### src/rtl/clock_hms_set_pkg.sv
// Shared types and BCD limits for the hh:mm:ss clock with button-driven time set.
// Also holds the 24h -> 12h display mapping used by the top.
package clock_hms_pkg;

    typedef enum logic [1:0] {
        RUN   = 2'd0,
        SET_H = 2'd1,
        SET_M = 2'd2
    } state_e;

    localparam int SEC_MAX  = 59;
    localparam int MIN_MAX  = 59;
    localparam int HOUR_MAX = 23;

    localparam logic [2:0] SEC_MAX_T  = 3'(SEC_MAX / 10);
    localparam logic [3:0] SEC_MAX_U  = 4'(SEC_MAX % 10);
    localparam logic [2:0] MIN_MAX_T  = 3'(MIN_MAX / 10);
    localparam logic [3:0] MIN_MAX_U  = 4'(MIN_MAX % 10);
    localparam logic [1:0] HOUR_MAX_T = 2'(HOUR_MAX / 10);
    localparam logic [3:0] HOUR_MAX_U = 4'(HOUR_MAX % 10);

    typedef struct packed {
        logic [1:0] t;
        logic [3:0] u;
    } hour_bcd_t;

    // Range is tiny (0..23), so compare/subtract replaces any BCD division.
    function automatic hour_bcd_t to_display(input logic [1:0] t, input logic [3:0] u,
                                             input logic h12);
        hour_bcd_t  r_res;
        logic [4:0] bin;
        logic [4:0] v;
        bin = {3'b000, t} * 5'd10 + {1'b0, u};
        if (bin == 5'd0)
            v = 5'd12;
        else if (bin > 5'd12)
            v = bin - 5'd12;
        else
            v = bin;
        if (!h12) begin
            r_res.t = t;
            r_res.u = u;
        end else if (v >= 5'd10) begin
            r_res.t = 2'd1;
            r_res.u = 4'(v - 5'd10);
        end else begin
            r_res.t = 2'd0;
            r_res.u = 4'(v);
        end
        return r_res;
    endfunction

endpackage

### src/rtl/clock_hms_set_if.sv
// Button inputs and BCD display outputs of the clock core, with driver/core modports.
interface clock_hms_set_if;
    logic       mode_p;
    logic       inc_p;
    logic       h12;
    logic [1:0] hour_t;
    logic [3:0] hour_u;
    logic [2:0] min_t;
    logic [3:0] min_u;
    logic [2:0] sec_t;
    logic [3:0] sec_u;
    logic       pm;
    logic [5:0] blank;
    logic       tick1hz;

    modport master (
        output mode_p, inc_p, h12,
        input  hour_t, hour_u, min_t, min_u, sec_t, sec_u, pm, blank, tick1hz
    );

    modport slave (
        input  mode_p, inc_p, h12,
        output hour_t, hour_u, min_t, min_u, sec_t, sec_u, pm, blank, tick1hz
    );
endinterface

### src/rtl/clock_hms_set_bcd_mod_cnt.sv
// Two-digit BCD modulo counter: counts 0..{max_t,max_u} then wraps to 0 with carry.
// load has priority over en; ca is combinational so carries ripple within one edge.
module bcd_mod_cnt #(
    parameter int               W_T   = 3,
    parameter logic [W_T-1:0]   RST_T = '0,
    parameter logic [3:0]       RST_U = 4'd0
) (
    input  logic           CLK,
    input  logic           RST,
    input  logic           en,
    input  logic           load,
    input  logic [W_T-1:0] din_t,
    input  logic [3:0]     din_u,
    input  logic [W_T-1:0] max_t,
    input  logic [3:0]     max_u,
    output logic [W_T-1:0] dout_t,
    output logic [3:0]     dout_u,
    output logic           ca
);
    logic [W_T-1:0] r_t;
    logic [3:0]     r_u;
    logic           w_at_max;

    assign w_at_max = (r_t == max_t) && (r_u == max_u);

    always_ff @(posedge CLK) begin
        if (!RST) begin
            r_t <= RST_T;
            r_u <= RST_U;
        end else if (load) begin
            r_t <= din_t;
            r_u <= din_u;
        end else if (en) begin
            if (w_at_max) begin
                r_t <= '0;
                r_u <= 4'd0;
            end else if (r_u == 4'd9) begin
                r_t <= r_t + 1'b1;
                r_u <= 4'd0;
            end else begin
                r_u <= r_u + 4'd1;
            end
        end
    end

    assign dout_t = r_t;
    assign dout_u = r_u;
    assign ca     = en && !load && w_at_max;
endmodule

### src/rtl/clock_hms_set.sv
// hh:mm:ss clock core: 1 Hz prescaler, RUN/SET_H/SET_M set FSM with field blinking,
// and 12/24h display mapping. Drives BCD digits plus a per-digit blank mask.
module clock_hms_set
    import clock_hms_pkg::*;
#(
    parameter int CLK_HZ     = 50_000_000,
    parameter int BLINK_DIV  = 2,
    parameter int RESET_HOUR = 0,
    parameter int RESET_MIN  = 0
) (
    input  logic           CLK,
    input  logic           RST,
    clock_hms_set_if.slave bus
);
    localparam int            PW          = (CLK_HZ > 1) ? $clog2(CLK_HZ) : 1;
    localparam logic [PW-1:0] PRESC_LAST  = PW'(CLK_HZ - 1);
    localparam int            BLINK_HALF  = (CLK_HZ / (2 * BLINK_DIV) > 0) ? CLK_HZ / (2 * BLINK_DIV) : 1;
    localparam int            BW          = (BLINK_HALF > 1) ? $clog2(BLINK_HALF) : 1;
    localparam logic [BW-1:0] BLINK_LAST  = BW'(BLINK_HALF - 1);

    state_e        r_state;
    state_e        w_state_next;
    logic [PW-1:0] r_presc;
    logic          r_tick;
    logic [BW-1:0] r_blink_cnt;
    logic          r_phase;

    logic w_run, w_sel_h, w_sel_m, w_exit, w_inc_acc, w_inc_h, w_inc_m;
    logic w_sec_ca, w_min_ca, w_hour_ca_unused;
    logic [2:0] w_sec_t, w_min_t;
    logic [3:0] w_sec_u, w_min_u, w_hour_u;
    logic [1:0] w_hour_t;
    hour_bcd_t  w_disp;
    logic [5:0] w_blank;

    always_ff @(posedge CLK) begin
        if (!RST)
            r_state <= RUN;
        else
            r_state <= w_state_next;
    end

    always_comb begin
        w_state_next = r_state;
        if (bus.mode_p) begin
            unique case (r_state)
                RUN:     w_state_next = SET_H;
                SET_H:   w_state_next = SET_M;
                SET_M:   w_state_next = RUN;
                default: w_state_next = RUN;
            endcase
        end
    end

    always_comb begin
        w_run     = (r_state == RUN);
        w_sel_h   = (r_state == SET_H);
        w_sel_m   = (r_state == SET_M);
        w_exit    = w_sel_m && bus.mode_p;
        // mode_p wins over a coincident inc_p; edits only count while setting
        w_inc_acc = bus.inc_p && !bus.mode_p && !w_run;
        w_inc_h   = w_inc_acc && w_sel_h;
        w_inc_m   = w_inc_acc && w_sel_m;
    end

    // Leaving SET_M restarts the second so the set time begins on a full second
    always_ff @(posedge CLK) begin
        if (!RST || w_exit) begin
            r_presc <= '0;
            r_tick  <= 1'b0;
        end else begin
            r_presc <= (r_presc == PRESC_LAST) ? '0 : r_presc + 1'b1;
            r_tick  <= (r_presc == PRESC_LAST);
        end
    end

    always_ff @(posedge CLK) begin
        if (!RST) begin
            r_blink_cnt <= '0;
            r_phase     <= 1'b0;
        end else if (w_inc_acc) begin
            r_blink_cnt <= '0;
            r_phase     <= 1'b1;
        end else if (r_blink_cnt == BLINK_LAST) begin
            r_blink_cnt <= '0;
            r_phase     <= !r_phase;
        end else begin
            r_blink_cnt <= r_blink_cnt + 1'b1;
        end
    end

    bcd_mod_cnt #(.W_T(3), .RST_T(3'd0), .RST_U(4'd0)) u_sec (
        .CLK(CLK), .RST(RST), .en(w_run && r_tick), .load(w_exit),
        .din_t(3'd0), .din_u(4'd0), .max_t(SEC_MAX_T), .max_u(SEC_MAX_U),
        .dout_t(w_sec_t), .dout_u(w_sec_u), .ca(w_sec_ca)
    );

    bcd_mod_cnt #(.W_T(3), .RST_T(3'(RESET_MIN / 10)), .RST_U(4'(RESET_MIN % 10))) u_min (
        .CLK(CLK), .RST(RST), .en((w_run && w_sec_ca) || w_inc_m), .load(1'b0),
        .din_t(3'd0), .din_u(4'd0), .max_t(MIN_MAX_T), .max_u(MIN_MAX_U),
        .dout_t(w_min_t), .dout_u(w_min_u), .ca(w_min_ca)
    );

    // Minute carry is only a time carry in RUN; in SET_M it is an edit wrap
    bcd_mod_cnt #(.W_T(2), .RST_T(2'(RESET_HOUR / 10)), .RST_U(4'(RESET_HOUR % 10))) u_hour (
        .CLK(CLK), .RST(RST), .en((w_run && w_min_ca) || w_inc_h), .load(1'b0),
        .din_t(2'd0), .din_u(4'd0), .max_t(HOUR_MAX_T), .max_u(HOUR_MAX_U),
        .dout_t(w_hour_t), .dout_u(w_hour_u), .ca(w_hour_ca_unused)
    );

    always_comb begin
        w_disp  = to_display(w_hour_t, w_hour_u, bus.h12);
        w_blank = 6'b000000;
        if (w_sel_h && !r_phase)
            w_blank[5:4] = 2'b11;
        if (w_sel_m && !r_phase)
            w_blank[3:2] = 2'b11;
        if (bus.h12 && (w_disp.t == 2'd0))
            w_blank[5] = 1'b1;
    end

    assign bus.hour_t  = w_disp.t;
    assign bus.hour_u  = w_disp.u;
    assign bus.min_t   = w_min_t;
    assign bus.min_u   = w_min_u;
    assign bus.sec_t   = w_sec_t;
    assign bus.sec_u   = w_sec_u;
    assign bus.pm      = (w_hour_t == 2'd2) || ((w_hour_t == 2'd1) && (w_hour_u >= 4'd2));
    assign bus.blank   = w_blank;
    assign bus.tick1hz = r_tick;
endmodule

### src/flat_wrapper.sv
// flat-port wrapper written by rule: the top's interface ports become plain ports
module clock_hms_set_flat import clock_hms_pkg::*;
#(
    parameter int CLK_HZ     = 50_000_000,
    parameter int BLINK_DIV  = 2,
    parameter int RESET_HOUR = 0,
    parameter int RESET_MIN  = 0
)
  (CLK, RST, bus_mode_p, bus_inc_p, bus_h12, bus_hour_t, bus_hour_u, bus_min_t, bus_min_u, bus_sec_t, bus_sec_u, bus_pm, bus_blank, bus_tick1hz);
  clock_hms_set_if bus_i ();
  input  logic CLK;
  input  logic RST;
  input wire logic [$bits(bus_i.mode_p)-1:0] bus_mode_p;
  input wire logic [$bits(bus_i.inc_p)-1:0] bus_inc_p;
  input wire logic [$bits(bus_i.h12)-1:0] bus_h12;
  output wire logic [$bits(bus_i.hour_t)-1:0] bus_hour_t;
  output wire logic [$bits(bus_i.hour_u)-1:0] bus_hour_u;
  output wire logic [$bits(bus_i.min_t)-1:0] bus_min_t;
  output wire logic [$bits(bus_i.min_u)-1:0] bus_min_u;
  output wire logic [$bits(bus_i.sec_t)-1:0] bus_sec_t;
  output wire logic [$bits(bus_i.sec_u)-1:0] bus_sec_u;
  output wire logic [$bits(bus_i.pm)-1:0] bus_pm;
  output wire logic [$bits(bus_i.blank)-1:0] bus_blank;
  output wire logic [$bits(bus_i.tick1hz)-1:0] bus_tick1hz;
  assign bus_i.mode_p = bus_mode_p;
  assign bus_i.inc_p = bus_inc_p;
  assign bus_i.h12 = bus_h12;
  assign bus_hour_t = bus_i.hour_t;
  assign bus_hour_u = bus_i.hour_u;
  assign bus_min_t = bus_i.min_t;
  assign bus_min_u = bus_i.min_u;
  assign bus_sec_t = bus_i.sec_t;
  assign bus_sec_u = bus_i.sec_u;
  assign bus_pm = bus_i.pm;
  assign bus_blank = bus_i.blank;
  assign bus_tick1hz = bus_i.tick1hz;
  clock_hms_set #(.CLK_HZ(CLK_HZ), .BLINK_DIV(BLINK_DIV), .RESET_HOUR(RESET_HOUR), .RESET_MIN(RESET_MIN)) u_core (.CLK(CLK), .RST(RST), .bus(bus_i));
endmodule
### config.mk
export PLATFORM = sky130hd
export DESIGN_NAME = clock_hms_set_flat
export DESIGN_NICKNAME = d
export VERILOG_FILES = /design/src/rtl/clock_hms_set_pkg.sv /design/src/rtl/clock_hms_set_if.sv /design/src/rtl/clock_hms_set_bcd_mod_cnt.sv /design/src/rtl/clock_hms_set.sv /design/src/flat_wrapper.sv
export SDC_FILE = /design/constraint.sdc
export NUM_CORES = 1
export LEC_CHECK = 0
export CAP_MARGIN = 5
export CORE_ASPECT_RATIO = 0.75
export CORE_MARGIN = 1.5
export CORE_UTILIZATION = 60
export CTS_CLUSTER_SIZE = 24
export DETAILED_ROUTE_END_ITERATION = 7
export GPL_TIMING_DRIVEN = 0
export HOLD_SLACK_MARGIN = 0.02
export PLACE_DENSITY = 0.93
export SLEW_MARGIN = 0
export SYNTH_ARGS = -nofsm -noshare
export SYNTH_HDL_FRONTEND = slang
export SYNTH_SLANG_ARGS = --single-unit
### constraint.sdc
create_clock -name CLK -period 10.2 [get_ports CLK]
set_input_delay 1.02 -clock CLK [delete_from_list [all_inputs] [get_ports CLK]]
set_output_delay 1.02 -clock CLK [all_outputs]
set_load 0.01 [all_outputs]
# Word level (Yosys, flattened, before mapping)
# Cells that the tools add are included.
[word_totals] register_bits=74 inputBits=5 output_inout_bits=28 word_cells=101
[op_classes] n_addsub=11 mul=1 n_lt_le_gt_ge=3 eq_ne=12 n_mux=22 n_bitwise=1 n_reduce_logical=40
[ops] operator="26-bit by 1-bit adder with 26-bit output (second input constant)" n=1
[ops] operator="26-bit == test (second input constant)" n=1
[ops] operator="24-bit by 1-bit adder with 24-bit output (second input constant)" n=1
[ops] operator="24-bit == test (second input constant)" n=1
[ops] operator="4-bit 2-to-1 mux" n=6
[ops] operator="1-bit logical AND" n=18
[ops] operator="5-bit 2-to-1 mux" n=3
[ops] operator="4-bit by 1-bit adder with 4-bit output (second input constant)" n=3
[ops] operator="4-bit == test (second input constant)" n=3
[ops] operator="3-bit 2-to-1 mux" n=4
[ops] operator="2-bit 2-to-1 mux" n=4
[ops] operator="2-bit nonzero test" n=4
[ops] operator="3-bit by 1-bit adder with 3-bit output (second input constant)" n=2
[ops] operator="3-bit == test (second input constant)" n=2
[ops] operator="6-bit 2-to-1 mux" n=1
[ops] operator="2-bit AND reduction" n=3
[ops] operator="5-bit by 4-bit adder with 5-bit output" n=1
[ops] operator="5-bit by 4-bit >= comparator with 1-bit output (second input constant)" n=1
[ops] operator="5-bit by 4-bit > comparator with 1-bit output (second input constant)" n=1
[ops] operator="1-bit zero test" n=5
[ops] operator="5-bit zero test" n=1
[ops] operator="5-bit by 4-bit subtractor with 5-bit output (second input constant)" n=1
[ops] operator="2-bit by 1-bit == test with 1-bit output (second input constant)" n=2
[ops] operator="2-bit == test (second input constant)" n=2
[ops] operator="12 further kinds" n=19

# Longest topological paths before layout
[logic_depth] depth_word=11 depth_mapped=13 mapped_depth_nobuf=13

# Cells and area by module
# A second synthesis with hierarchy kept.
[unflattened] hier_cells=546 hier_area_um2=4519.3
[modules_own_cells] module="clock_hms_set" instances=1 cells_each=347 area_each_um2=2877.8 seq_area_each_um2=1081.0
[modules_own_cells] module="bcd_mod_cnt (u_core.u_min ...)" instances=2 cells_each=68 area_each_um2=566.8 seq_area_each_um2=140.1
[modules_own_cells] module="bcd_mod_cnt (u_core.u_hour)" instances=1 cells_each=63 area_each_um2=508.0 seq_area_each_um2=120.1

# Worst setup path before layout
# OpenSTA, ideal clock, no wires.
[synth_path] path_kind="register -> output" startpoint="reg u_core.u_hour.r_t[1] (netlist: u_core.u_hour.dout_t[1])" endpoint="out bus_hour_u[2]" arrival_time_ns=3.066 required_time_ns=9.180 setup_slack_ns=6.114 stages_incl_launch_ff=14 path_buffers=1 path_cell_list="dfxtp_1 > clkbuf_1 > clkinv_1 > fa_1 > xor2_1 > ha_1 > nand2_1 > a21oi_1 > mux2i_1 > ha_1 > o311a_1 > o21a_1 > or2_2 > a31oi_1"
[synth_via] elab_chain_cells=8 word_cells_on_any_way=11 classes_between="add/sub (3); mul (1); order compare (2); mux (4); reduce/logical (1)"
[synth_rtl] element="start, declared" line_no="clock_hms_set_bcd_mod_cnt.sv:20" rtl="logic [W_T-1:0] r_t;"
[synth_rtl] element="start signal, assigned" line_no="clock_hms_set_bcd_mod_cnt.sv:31" rtl="r_t <= din_t;"
[synth_rtl] element="start signal, assigned" line_no="clock_hms_set_bcd_mod_cnt.sv:38" rtl="r_t <= r_t + 1'b1;"
[synth_rtl] element="2-bit by 3-bit multiplier with 4-bit output *" line_no="clock_hms_set_pkg.sv:33" rtl="bin = {3'b000, t} * 5'd10 + {1'b0, u};"
[synth_rtl] element="5-bit by 4-bit adder with 5-bit output *" line_no="clock_hms_set_pkg.sv:33"
[synth_rtl] element="5-bit by 4-bit subtractor with 5-bit output or 5-bit by 4-bit > comparator with 1-bit output (tied branches)" line_no="clock_hms_set_pkg.sv:37, clock_hms_set_pkg.sv:36"
[synth_rtl] element="5-bit 2-to-1 mux" line_no="clock_hms_set_pkg.sv:36" rtl="else if (bin > 5'd12)"
[synth_rtl] element="5-bit 2-to-1 mux *" line_no="clock_hms_set_pkg.sv:34" rtl="if (bin == 5'd0)"
[synth_rtl] element="4-bit subtractor or 5-bit by 4-bit >= comparator with 1-bit output (tied branches)" line_no="clock_hms_set_pkg.sv:45, clock_hms_set_pkg.sv:43"
[synth_rtl] element="5-bit 2-to-1 mux *" line_no="clock_hms_set_pkg.sv:43" rtl="end else if (v >= 5'd10) begin"
[synth_rtl] element="6-bit 2-to-1 mux *" line_no="clock_hms_set_pkg.sv:40" rtl="if (!h12) begin"
[synth_rtl] element="end, declared" line_no="flat_wrapper.sv:17" rtl="output wire logic [$bits(bus_i.hour_u)-1:0] bus_hour_u;"
# Mark *: on every way between the ends. The rest lies on a longest branch, timed or not.

# Final worst setup path
# Ends and elaborated chain as after synthesis.

==> results.yml <==
place:
  port_buffers: 28
  post-dp-hpwl_um: 5530
  gp_congestion: 0.898
  postPlaceCellArea_sq_mm: 0.00416
critical_path:
  critPathBufInv: 3
  crit_required_ns: 9.18
  worst_path_most_repeated_cell: "ha_1"
  cp.arrival_ns: 4.37
  path_max_fanout: 8
  critPathKind: "register to output pin"
  start_kind: "register"
  critPathTopFamily: "buffers and inverters"
  worst-path-stages: 14
  worstSetupEndpointType: "output pin"
  r2r_slack_ns: 7.72
  crit_slowest_cell: "clkdlybuf4s50_1"
  rr_worst_depth: 8
  worst_path_largest_cell_delay_ns: 0.56
  cp_cell_sequence: "clkbuf_1 > clkinv_1 > fa_1 > xor2_1 > ha_1 > nand2_1 > a21oi_1 > mux2i_1 > ha_1 > o311a_1 > o21a_1 > or2_2 > a31oi_1 > clkdlybuf4s50_1"
layout:
  layout-drive-gt1-share: 0.0610
  final_core_util: 0.732
  post-route-cell-area_sq_mm: 0.00435
  num_antenna_cells: 0
  nNetsFinal: 505
  syn_to_final_growth_pct: 15.3
  fill_cells: 455
route:
  drt-pass1-iter-count: 4
  drc: 0
  viasPerCell: 5.59
  wirelength_um: 7620
  drt.antenna.violating_nets: 0
  wl_per_cell_um: 13.4
  detail_route.iter0.violations: 184
  vias: 3185
yosys:
  syn_inst: 447
  synth_top_area_share: 0.393
  ys_seq_area_frac: 0.393
  synth_top_area_cell: "dfxtp_1"
  async_flop_share: 0
  syn_area_per_cell_sq_um: 8.44
  synth_edf_count: 0
  synth_cell_types: 49
  ys.flop_type: "dfxtp_1"
  yosys_warnings: 0
  yosys-top-cells-area: "dfxtp_1 (39%), xor2_1 (7.9%), nor2_1 (7.7%)"
  synthTopCellsByCount: "nor2_1 (77), dfxtp_1 (74), xor2_1 (34), nand2_1 (32), nand3_1 (22)"
  synth-seq-cells: 74
  synth.most_common_cell: "nor2_1"
  synth_area_sq_mm: 0.00377
floorplan:
  io_pins: 33
  fp.dieH_um: 71.7
  die_area_sq_mm: 0.00678
  rows: 24
  fp.dieW_um: 94.6
  start_util: 0.635
  core_area_sq_mm: 0.00595
global_route:
  overflow: 0
  antenna_found_initial: 0
  grtUsageTotal: 0.246
  grt_pass1_wl_um: 13100
  grt_pass1_vias: 2969
  grt_max_degree: 14
timing:
  fmax_mhz: 186
  final.min_clock_period_ns: 5.39
  skew_ns: 0.00631
  finalSetupTns_ns: 0
  worst_pin_slew_ns: 0.684
  whs_ns: 0.467
  max_slew_margin: 0.541
  drv_slew: 0
  period_share: 0.528
  setup_viol: 0
  finalHoldViolCount: 0
  rsz0062_at_grt: "no"
power_and_ir_drop:
  switching_share: 0.239
  leakage_nw: 1.60
  comb_power_share: 0.062
  power_frac_seq: 0.533
  ir_drop_mv: 0.0890
  clkPwrFrac: 0.405
  p_int_mw: 0.421
  cellPowerDensity_mw_per_mm2: 127
  power.switching_mw: 0.133
run:
  maxCapViolCount: 0
clock_network:
  ctsRootBufferMaster: "clkbuf_8"
  cts-resized-gates: 0
  postCtsSetupRepairBufs: 0
  cts.reportedPaths.clkPinSlew_ns: 0.08
  hold_buffers: 0
  cts_tree: "built"
  clock_path_buffers: 2
  clkSinkCount: 74
  cts-htree-levels: 3
  clock_latency_ns: 0.35
  cts_made_buffers: 9
worst_hold_path:
  min_path_type: "register to register"
  whs_path_depth: 1
run_status:
  status: "finished, final reports clean"
## sequential cells by signal, summed over array words and instances (netlist names)
register / flops
u_core.r_presc: 26
u_core.r_blink_cnt: 24
u_core.u_hour.dout_u: 4
u_core.u_min.dout_u: 4
u_core.u_sec.dout_u: 4
u_core.u_min.dout_t: 3
u_core.u_sec.dout_t: 3
u_core.r_state: 2
u_core.u_hour.dout_t: 2
u_core.bus.tick1hz: 1
u_core.r_phase: 1
## layout make-up
cell class | instances | area, sq um | share of cell area
plain buffers | 17 | 82.6 | 0.0190
clock inverters | 6 | 67.6 | 0.0155
clock buffers | 10 | 128 | 0.0293
multi-input cells | 341 | 2150 | 0.495
well taps | 78 | 97.6 | 0.0224
flip-flops and latches | 74 | 1480 | 0.341
inverters | 16 | 60.1 | 0.0138
repair buffers | 28 | 280 | 0.0644
## cells by family after synthesis
group / synth area share
mux: 0.0318
flops: 0.393
buf+inv: 0.0378
simple gates: 0.289
fa+ha+maj: 0.0451
compound gates: 0.0842
other cells: 0.000994
xor+xnor: 0.118
## path summary, 6_finish.rpt
check | from | end
setup / recovery | u_core.u_hour.dout_t[1]$_SDFFE_PN0P_ | bus_hour_u[2]
hold / removal | u_core.r_presc[0]$_SDFF_PP0_ | u_core.r_presc[0]$_SDFF_PP0_
setup reg to reg | u_core.u_sec.dout_t[0]$_SDFFE_PP0P_ | u_core.u_hour.dout_t[0]$_SDFFE_PN0P_
hold reg to reg | u_core.r_presc[0]$_SDFF_PP0_ | u_core.r_presc[0]$_SDFF_PP0_
## metal layers
layer / global-route usage / vias up / routed length, um
met4: 0.0663 / 0 / 147
met1: 0.306 / 1488 / 3550
met5: 0 / - / 0
met3: 0.0817 / 16 / 317
met2: 0.412 / 77 / 3600
li1: - / 1604 / -
## power groups by stage
stage	Clock [mW]	Sequential (mW)	Combinational, mW
2_1_floorplan	0	0.301	0.0224
3_3_place_gp	0	0.302	0.0332
3_5_place_dp	0	0.302	0.0341
4_1_cts	0.229	0.295	0.0344
5_1_grt	0.241	0.296	0.0378
6_report	0.224	0.295	0.0345
## metrics by stage
| step | std cells | setup slack [ns] | power [mW] |
|---|---|---|---|
| after detailed placement | 554 | 5.23 | 0.336 |
| after floorplan | 448 | 6.11 | 0.324 |
| after global routing | 570 | 4.51 | 0.575 |
| after CTS | 570 | 4.85 | 0.558 |
| final | 570 | 4.81 | 0.554 |
| after global placement | 554 | 5.36 | 0.335 |
## placed cells by master (no fill, tap or decap), types with 5 or more instances in the layout
| cell | synthesis | layout |
|---|---|---|
| dfxtp_1 | 74 | 74 |
| nand2_1 | 32 | 32 |
| nor2b_1 | 11 | 11 |
| a21oi_1 | 15 | 15 |
| nor3b_1 | 5 | 5 |
| xor2_1 | 34 | 34 |
| xnor2_1 | 17 | 17 |
| ha_1 | 12 | 12 |
| clkbuf_1 | 13 | 14 |
| nor2_1 | 77 | 77 |
| o21ai_0 | 15 | 15 |
| clkdlybuf4s50_1 | 0 | 28 |
| nand3_1 | 22 | 22 |
| clkbuf_8 | 0 | 9 |
| nand4_1 | 11 | 11 |
| mux2i_1 | 12 | 12 |
| inv_1 | 15 | 15 |
| nor4_1 | 5 | 5 |
| and3_1 | 9 | 9 |
| nor3_1 | 10 | 10 |
## worst reg2reg max path, stage by stage, from the launching register on
cell and delay, ns:
dfxtp_1 0.44, ha_1 0.21, nand2_1 0.12, o31a_1 0.37, or4_4 0.56, a21oi_4 0.23
nand2_2 0.09, a211o_1 0.28, a21boi_1 0.11
Note: power is estimated with default switching activity, not from simulation.
